===== config.mk =====
export PLATFORM = sky130hd
export DESIGN_NAME = cache_fill_ctrl
export DESIGN_NICKNAME = d
export VERILOG_FILES = /design/src/rtl/cache_fill_ctrl_pkg.sv /design/src/rtl/cache_fill_ctrl_fill_word_counter.sv /design/src/rtl/cache_fill_ctrl.sv
export SDC_FILE = /design/constraint.sdc
export NUM_CORES = 1
export LEC_CHECK = 0
export BUFFER_PORTS_ARGS = -buffer_cell sky130_fd_sc_hd__buf_2
export CORE_MARGIN = 2
export CORE_UTILIZATION = 48
export DETAILED_ROUTE_END_ITERATION = 6
export PLACE_DENSITY_LB_ADDON = 0.25
export SETUP_SLACK_MARGIN = 0.02
export SYNTH_ARGS = -nofsm -noshare
export SYNTH_HDL_FRONTEND = slang
export SYNTH_SLANG_ARGS = --single-unit

===== constraint.sdc =====
create_clock -name clk -period 2.35 [get_ports clk]
set_clock_uncertainty 0.15 [all_clocks]
set_input_delay 0.235 -clock clk [delete_from_list [all_inputs] [get_ports clk]]
set_output_delay 0.235 -clock clk [all_outputs]
set_load 0.02 [all_outputs]

===== src/rtl/cache_fill_ctrl_pkg.sv =====
// Shared types and sizing helpers for the multi-channel cache fill controller.
// Combinational only; no latency, no backpressure.
package cache_pkg;

    typedef enum logic [1:0] {
        IDLE,
        FILL,
        TAG
    } state_t;

    localparam int DEF_ADDR_W = 16;
    localparam int DEF_DATA_W = 16;
    localparam int DEF_WORDS  = 8;
    localparam int DEF_NCH    = 2;

    function automatic int clog2(input int v);
        int r;
        r = 0;
        for (int i = 0; i < 31; i++) begin
            if ((1 << i) < v) begin
                r = i + 1;
            end
        end
        return r;
    endfunction

endpackage


===== src/rtl/cache_fill_ctrl_fill_word_counter.sv =====
// Word counter with synchronous clear that saturates at WORDS; count visible the cycle after inc.
// No backpressure: increments beyond WORDS are dropped and done stays high.
module fill_word_counter #(
    parameter int CNT_W = 4,
    parameter int WORDS = 8
) (
    input  logic             clk,
    input  logic             rst,
    input  logic             i_clear,
    input  logic             i_inc,
    output logic [CNT_W-1:0] o_cnt,
    output logic             o_done
);

    localparam logic [CNT_W-1:0] LIMIT = CNT_W'(WORDS);

    logic [CNT_W-1:0] r_cnt;

    always_ff @(posedge clk or posedge rst) begin
        if (rst) begin
            r_cnt <= '0;
        end else if (i_clear) begin
            r_cnt <= '0;
        end else if (i_inc && (r_cnt != LIMIT)) begin
            r_cnt <= r_cnt + 1'b1;
        end
    end

    assign o_cnt  = r_cnt;
    assign o_done = (r_cnt == LIMIT);

endmodule


===== src/rtl/cache_fill_ctrl.sv =====
// Fixed-priority multi-channel miss fill: first read one cycle after grant, tag pulse one cycle after last word.
// Losing channels see fsm_busy held high until granted; memory returns are never throttled.
module cache_fill_ctrl
    import cache_pkg::*;
#(
    parameter int ADDR_W = DEF_ADDR_W,
    parameter int DATA_W = DEF_DATA_W,
    parameter int WORDS  = DEF_WORDS,
    parameter int NCH    = DEF_NCH
) (
    input  logic                    clk,
    input  logic                    rst,
    input  logic [NCH-1:0]          miss_detected,
    input  logic [NCH*ADDR_W-1:0]   miss_address,
    input  logic                    memory_data_valid,
    output logic                    mem_read_en,
    output logic [ADDR_W-1:0]       memory_address,
    output logic [NCH-1:0]          fsm_busy,
    output logic [NCH-1:0]          write_data_array,
    output logic [NCH-1:0]          write_tag_array,
    output logic [clog2(WORDS)-1:0] fill_word_idx,
    output logic [ADDR_W-1:0]       fill_address
);

    localparam int WORD_BYTES = DATA_W / 8;
    localparam int OFF_W      = clog2(WORDS * WORD_BYTES);
    localparam int IDX_W      = clog2(WORDS);
    localparam int CNT_W      = IDX_W + 1;
    localparam int BYTE_SH    = clog2(WORD_BYTES);
    localparam int OWN_W      = (NCH > 1) ? clog2(NCH) : 1;
    localparam logic [ADDR_W-1:0] OFF_MASK = ADDR_W'((1 << OFF_W) - 1);

    state_t            r_state;
    logic [OWN_W-1:0]  r_owner;
    logic [ADDR_W-1:0] r_base;

    logic [OWN_W-1:0]  w_grant;
    logic [ADDR_W-1:0] w_req_addr;
    logic [CNT_W-1:0]  w_issue_cnt;
    logic [CNT_W-1:0]  w_rsp_cnt;
    logic              w_issue_done;
    logic              w_rsp_done;
    logic              w_start;
    logic              w_issue;
    logic              w_accept;
    logic              w_last;

    // Lowest set index wins, so iterate from the top down.
    always_comb begin
        w_grant = '0;
        for (int i = NCH - 1; i >= 0; i--) begin
            if (miss_detected[i]) begin
                w_grant = OWN_W'(i);
            end
        end
    end

    assign w_req_addr = miss_address[int'(w_grant) * ADDR_W +: ADDR_W];
    assign w_start    = (r_state == IDLE) && (|miss_detected);
    assign w_issue    = (r_state == FILL) && !w_issue_done;
    assign w_accept   = (r_state == FILL) && memory_data_valid && !w_rsp_done;
    assign w_last     = w_accept && (w_rsp_cnt == CNT_W'(WORDS - 1));

    always_ff @(posedge clk or posedge rst) begin
        if (rst) begin
            r_state <= IDLE;
            r_owner <= '0;
            r_base  <= '0;
        end else begin
            case (r_state)
                IDLE: begin
                    if (w_start) begin
                        r_owner <= w_grant;
                        r_base  <= w_req_addr & ~OFF_MASK;
                        r_state <= FILL;
                    end
                end
                FILL: begin
                    if (w_last) begin
                        r_state <= TAG;
                    end
                end
                TAG:     r_state <= IDLE;
                default: r_state <= IDLE;
            endcase
        end
    end

    fill_word_counter #(.CNT_W(CNT_W), .WORDS(WORDS)) u_issue_cnt (
        .clk     (clk),
        .rst     (rst),
        .i_clear (w_start),
        .i_inc   (w_issue),
        .o_cnt   (w_issue_cnt),
        .o_done  (w_issue_done)
    );

    fill_word_counter #(.CNT_W(CNT_W), .WORDS(WORDS)) u_rsp_cnt (
        .clk     (clk),
        .rst     (rst),
        .i_clear (w_start),
        .i_inc   (w_accept),
        .o_cnt   (w_rsp_cnt),
        .o_done  (w_rsp_done)
    );

    always_comb begin
        mem_read_en      = w_issue;
        memory_address   = w_issue ? (r_base | (ADDR_W'(w_issue_cnt) << BYTE_SH)) : '0;
        fill_word_idx    = w_accept ? w_rsp_cnt[IDX_W-1:0] : '0;
        fill_address     = r_base;
        write_data_array = '0;
        write_tag_array  = '0;
        fsm_busy         = miss_detected;
        for (int i = 0; i < NCH; i++) begin
            if (r_owner == OWN_W'(i)) begin
                write_data_array[i] = w_accept;
                write_tag_array[i]  = (r_state == TAG);
                fsm_busy[i]         = miss_detected[i] | (r_state != IDLE);
            end
        end
    end

endmodule


# Yosys cells after proc, flatten, opt, wreduce, memory -nomap -nowiden

Index checks and enable logic that the tools add are counted.

Reductions and logical operators: 16
Equal/unequal tests: 9
Bitwise operators: 3
Add/subtract/negate cells: 2
Multiplexer cells: 17
Shifts and indexed selects: 1

Operators by type and width:

| kind                                                   | number |
|---|---|
| indexed part select 32 x 6 -> 16 bit                   | 1 |
| two-way mux 16 bit                                     | 1 |
| two-way mux 4 bit                                      | 4 |
| bitwise OR 16 x 5 -> 16 bit                            | 1 |
| adder 4 x 1 -> 4 bit (second input constant)           | 2 |
| == test 4 bit (second input constant)                  | 2 |
| two-way mux 1 bit                                      | 8 |
| inequality test 4 bit (second input constant)          | 2 |
| logical AND 1 bit                                      | 7 |
| nonzero test 2 bit                                     | 3 |
| == test 4 x 3 -> 1 bit (second input constant)         | 1 |
| two-way mux 2 bit                                      | 2 |
| one-hot mux 2 bit (2 select lines)                     | 1 |
| AND reduction 2 bit                                    | 2 |
| two-way mux 3 bit                                      | 1 |
| == test 2 x 1 -> 1 bit (second input constant)         | 1 |
| == test 2 bit (second input constant)                  | 1 |
| zero test 1 bit                                        | 2 |
| zero test 2 bit                                        | 1 |
| inequality test 2 x 1 -> 1 bit (second input constant) | 1 |
| inequality test 2 bit (second input constant)          | 1 |
| bitwise OR 1 bit                                       | 2 |
| OR reduction 2 bit                                     | 1 |

Output and inout port bits: 42
Input bits: 37
Register bits after elaboration: 23

# Longest topological paths before layout

Word-level depth: 6
Gate-level depth with buffers: 6
Mapped depth without buffers: 5

# Cells and area by module

Synthesis repeated with hierarchy kept, for this count alone.

Cells, all modules: 135
Area, all modules: 1467.7 µm²

By module, submodules not included:

| module            | instances | area each (µm²) | cells each |
|---|---|---|---|
| cache_fill_ctrl   | 1         | 994.7           | 85 |
| fill_word_counter | 2         | 236.5           | 25 |

# Worst setup path after synthesis

OpenSTA, ideal clock, no wires.

Path type: reg-to-output
Start: register u_rsp_cnt.r_cnt[0] (netlist: u_rsp_cnt.o_cnt[0])
End: output port fill_word_idx[0]
Required time: 1.965 ns
Stages on the path, launching flop included: 6
Path slack: 0.529 ns
Data arrival time: 1.436 ns
Cell sequence: dfrtp_1 -> inv_1 -> ha_1 -> and3b_1 -> buf_2 -> nor3_1

Cells in the longest elaborated chain, start to end: 4

Ends and longest elaborated chain:

| element                | RTL line                                | text |
|---|---|---|
| from (decl)            | cache_fill_ctrl_fill_word_counter.sv:17 | `logic [CNT_W-1:0] r_cnt;` |
| from (signal assigned) | cache_fill_ctrl_fill_word_counter.sv:25 | `r_cnt <= r_cnt + 1'b1;` |
| == test 4 bit          | cache_fill_ctrl_fill_word_counter.sv:30 | `assign o_done = (r_cnt == LIMIT);` |
| zero test 1 bit        | cache_fill_ctrl.sv:61                   | `assign w_accept = (r_state == FILL) && memory_data_valid && !w_rsp_done;` |
| logical AND 1 bit      | cache_fill_ctrl.sv:61                   |  |
| two-way mux 3 bit *    | cache_fill_ctrl.sv:110                  | `fill_word_idx = w_accept ? w_rsp_cnt[IDX_W-1:0] : '0;` |
| to (decl)              | cache_fill_ctrl.sv:21                   | `output logic [clog2(WORDS)-1:0] fill_word_idx,` |

Mark *: on every way between the ends. The rest lies on a longest branch, timed or not.

# Final worst setup path

Start: register u_issue_cnt.r_cnt[0] (netlist: u_issue_cnt.o_cnt[0])
End: output port memory_address[4]

Cells in the longest elaborated chain, start to end: 4

Ends and longest elaborated chain:

| element                | RTL line                                | text |
|---|---|---|
| from (decl)            | cache_fill_ctrl_fill_word_counter.sv:17 |  |
| from (signal assigned) | cache_fill_ctrl_fill_word_counter.sv:25 |  |
| == test 4 bit          | cache_fill_ctrl_fill_word_counter.sv:30 |  |
| zero test 1 bit        | cache_fill_ctrl.sv:60                   | `assign w_issue = (r_state == FILL) && !w_issue_done;` |
| logical AND 1 bit      | cache_fill_ctrl.sv:60                   |  |
| two-way mux 16 bit     | cache_fill_ctrl.sv:109                  | `memory_address = w_issue ? (r_base \| (ADDR_W'(w_issue_cnt) << BYTE_SH)) : '0;` |
| to (decl)              | cache_fill_ctrl.sv:17                   | `output logic [ADDR_W-1:0] memory_address,` |

Every way passes these cells.

==> metrics.md <==
| Metric | Value |
|---|---|
| Leakage | `1.02 nW` |
| Largest net degree at the start of global routing | `24` |
| Vias in the first global route | `1291` |
| Crit end category | `primary output` |
| Total power draw | `0.00231 W` |
| Die width | `58.9 um` |
| Status | `complete, but fails checks` |
| Synth Instances | `150` |
| Syn. warnings | `0` |
| CP Cell Sequence | `inv_1 > ha_1 > and3b_1 > nor2_2 > o21a_1 > buf_2` |
| Clock transition at path regs | `130 ps` |
| Yosys top cell area share | `0.397` |
| Ys flop type | `dfrtp_1` |
| RSZ-0062 raised after global routing | `false` |
| Top delay family on crit path | `flip-flops` |
| Synthesized area per cell | `9.66 um2` |
| Initial DRC Count | `60` |
| H-tree levels | `1` |
| Final net count | `254` |
| CTS Buffer Depth | `2` |
| FILL cells | `250` |
| Port bufs | `65` |
| Max-Cap Viols | `0` |
| Async SR Flop Fraction | `1.00` |
| Worst Hold Class | `in -> reg` |
| Sequential area share after synthesis | `0.397` |
| Worst EP required | `1970 ps` |
| Gr ovfl total | `0` |
| CTS resizes | `0` |
| DR vias | `1366` |
| Clk_lat worst skew | `310 ps` |
| Area grow syn2layout | `22.7%` |
| Setup CP Type | `reg -> out` |
| First-pass GRT wire length | `5680 um` |
| Antenna-violating nets left | `0` |
| Post-synth EDFFs | `0` |
| Final HPWL DP | `2580 um` |
| Crit path launch type | `flop` |
| Worst EP arrival | `1760 ps` |
| ANT cells | `0` |
| Drt pass-1 iters | `6` |
| Relative slew slack | `0.404` |
| I/O Pins | `79` |
| TritonCTS clock tree | `built` |
| CTS sink count | `23` |
| Multi-input gate area | `759 um2` |
| GRT Overall Usage | `0.209` |
| Sum Neg Setup Slack | `0 ps` |
| Min Tclk post-route | `2140 ps` |
| Failing checks | `design-rule violations` |
| Die footprint | `3470 um2` |
| Synth unique cells | `36` |
| Total core area | `2810 um2` |
| Area contributors post-synth | `dfrtp_1, mux2i_1, o21ai_1` |
| PD cells | `1300 nW/um2` |
| Design Area, Final | `1780 um2` |
| Die Ht | `58.9 um` |
| Routability Congestion | `0.788` |
| Post-DP Area | `1730 um2` |
| Count of pins over their slew limit | `0` |
| Initial core utilization | `0.517` |
| Number of synthesized register bits | `23` |
| Initial antenna violation count | `0` |
| Hold Vio Cnt, Final | `0` |
| Row cnt | `19` |
| Drt wl/cell | `14.5 um` |
| Timing-limited maximum frequency | `467 MHz` |
| Final setup fails | `0` |
| Slowest-stage cell, CP | `dfrtp_1` |
| Remaining DRCs | `3` |
| Post-Synthesis Cell Area | `1450 um2` |
| Crit-path max FO | `4` |
| Worst VDD drop | `0.000559 V` |
| CP Buf/Inv Count | `2` |
| Synth area leader | `dfrtp_1` |
| Layout cells sized above 1 | `0.358` |
| Final period util | `0.912` |
| Via density | `5.62` |
| Detailed Route WL | `3520 um` |
| Slew @ Worst Pin | `892 ps` |
| Crit path largest cell delay | `420 ps` |
| Reg area | `576 um2` |
| Root buffer cell | `clkbuf_4` |
| CTS buffer count | `3` |
==> cells in the mapped netlist (2+ instances only) <==
| library cell | instances |
|---|---|
| nor3_1 | 7 |
| and3b_1 | 6 |
| buf_4 | 6 |
| and3_1 | 12 |
| nand3_1 | 5 |
| ha_1 | 4 |
| o21ai_1 | 26 |
| dfrtp_1 | 23 |
| o221ai_1 | 2 |
| nand3b_1 | 4 |
| a31o_1 | 2 |
| and4b_1 | 2 |
| buf_2 | 6 |
| mux2i_1 | 14 |
| o21ai_0 | 5 |
| inv_1 | 5 |
| a21oi_1 | 2 |
==> final cells by class <==
type,instances,share of cell area
clock inverter,1,0.00281
tap,31,0.0218
multi-input combinational,111,0.427
timing repair buffer,69,0.201
sequential,23,0.324
clock buffer,3,0.0127
inverter,5,0.0106
==> worst reg2reg max path, stage by stage, from the launching register on <==
cell	delay [ps]
dfrtp_1	520
or2_1	400
buf_4	220
o21ai_0	190
o21ai_1	90
==> layer usage <==
layer | GRT usage | up-vias | share of wire
li1 | - | 659 | -
met5 | 0 | - | 0
met1 | 0.266 | 664 | 0.44
met2 | 0.375 | 41 | 0.51
met4 | 0.0617 | 0 | 0.0028
met3 | 0.0198 | 2 | 0.048
==> final timing paths <==
path / cells after the start / slack, ps / endpoint / startpoint
hold reg to reg: 2 / 390 / fill_address[13] / fill_address[13]
hold / removal: 3 / 30 / fill_address[8] / miss_address[24]
min in group asynchronous: 3 / 490 / fill_address[11] / rst
setup / recovery: 6 / 210 / memory_address[4] / u_issue_cnt.o_cnt[0]
setup reg to reg: 4 / 670 / fill_address[7] / r_state[0]
max in group asynchronous: 3 / 1010 / u_rsp_cnt.o_cnt[1] / rst
==> cell families after synthesis <==
logic type                 share of synthesized area
and+or+nand+nor                                0.215
AOI/OAI and AO/OA                              0.165
DFF                                            0.397
buffers and inverters                         0.0889
muxes                                         0.0967
adders and majority gates                     0.0345
other                                        0.00259
==> per-stage QoR <==
stage | instances | setup slack [ps] | util | hold slack (ps)
2_1_floorplan | 154 | 529 | - | 86.9
5_1_grt | 243 | 44.1 | 0.634 | 37.4
3_5_place_dp | 237 | 447 | 0.618 | 326
6_report | 243 | 207 | 0.634 | 34.3
4_1_cts | 242 | 72.9 | 0.631 | 29.3
3_3_place_gp | 237 | 519 | 0.618 | 313
==> power by group <==
| group | internal (W) | leakage [nW] | switching, W |
|---|---|---|---|
| clock | 0.0000636 | 0.0177 | 0.000119 |
| sequential | 0.000571 | 0.286 | 0.000177 |
| combinational | 0.000525 | 0.714 | 0.000853 |
==> state kept, by name (all words and copies together), names as in the netlist <==
signal	flops
fill_address	12
r_owner	1
r_state	2
u_issue_cnt.o_cnt	4
u_rsp_cnt.o_cnt	4
==> what timing repair did <==
action / CTS / global route
endpoints found under the setup margin: 0 / 11
hold buffers: 1 / 0
hold endpoints to repair: 23 / 0
setup buffers: 0 / 1
==> placed cells by master, fill, tap and decap left out, types with 2 or more instances in the layout <==
master / n
a21oi_1: 2
a31o_1: 2
and3_1: 12
and3b_1: 6
and4b_1: 2
buf_2: 65
buf_4: 3
clkbuf_4: 3
conb_1: 5
dfrtp_1: 23
ha_1: 4
inv_1: 5
mux2i_1: 14
nand3_1: 5
nand3b_1: 4
nor3_1: 7
o21ai_0: 5
o21ai_1: 26
o221ai_1: 2
(Power assumes the default switching activity.)
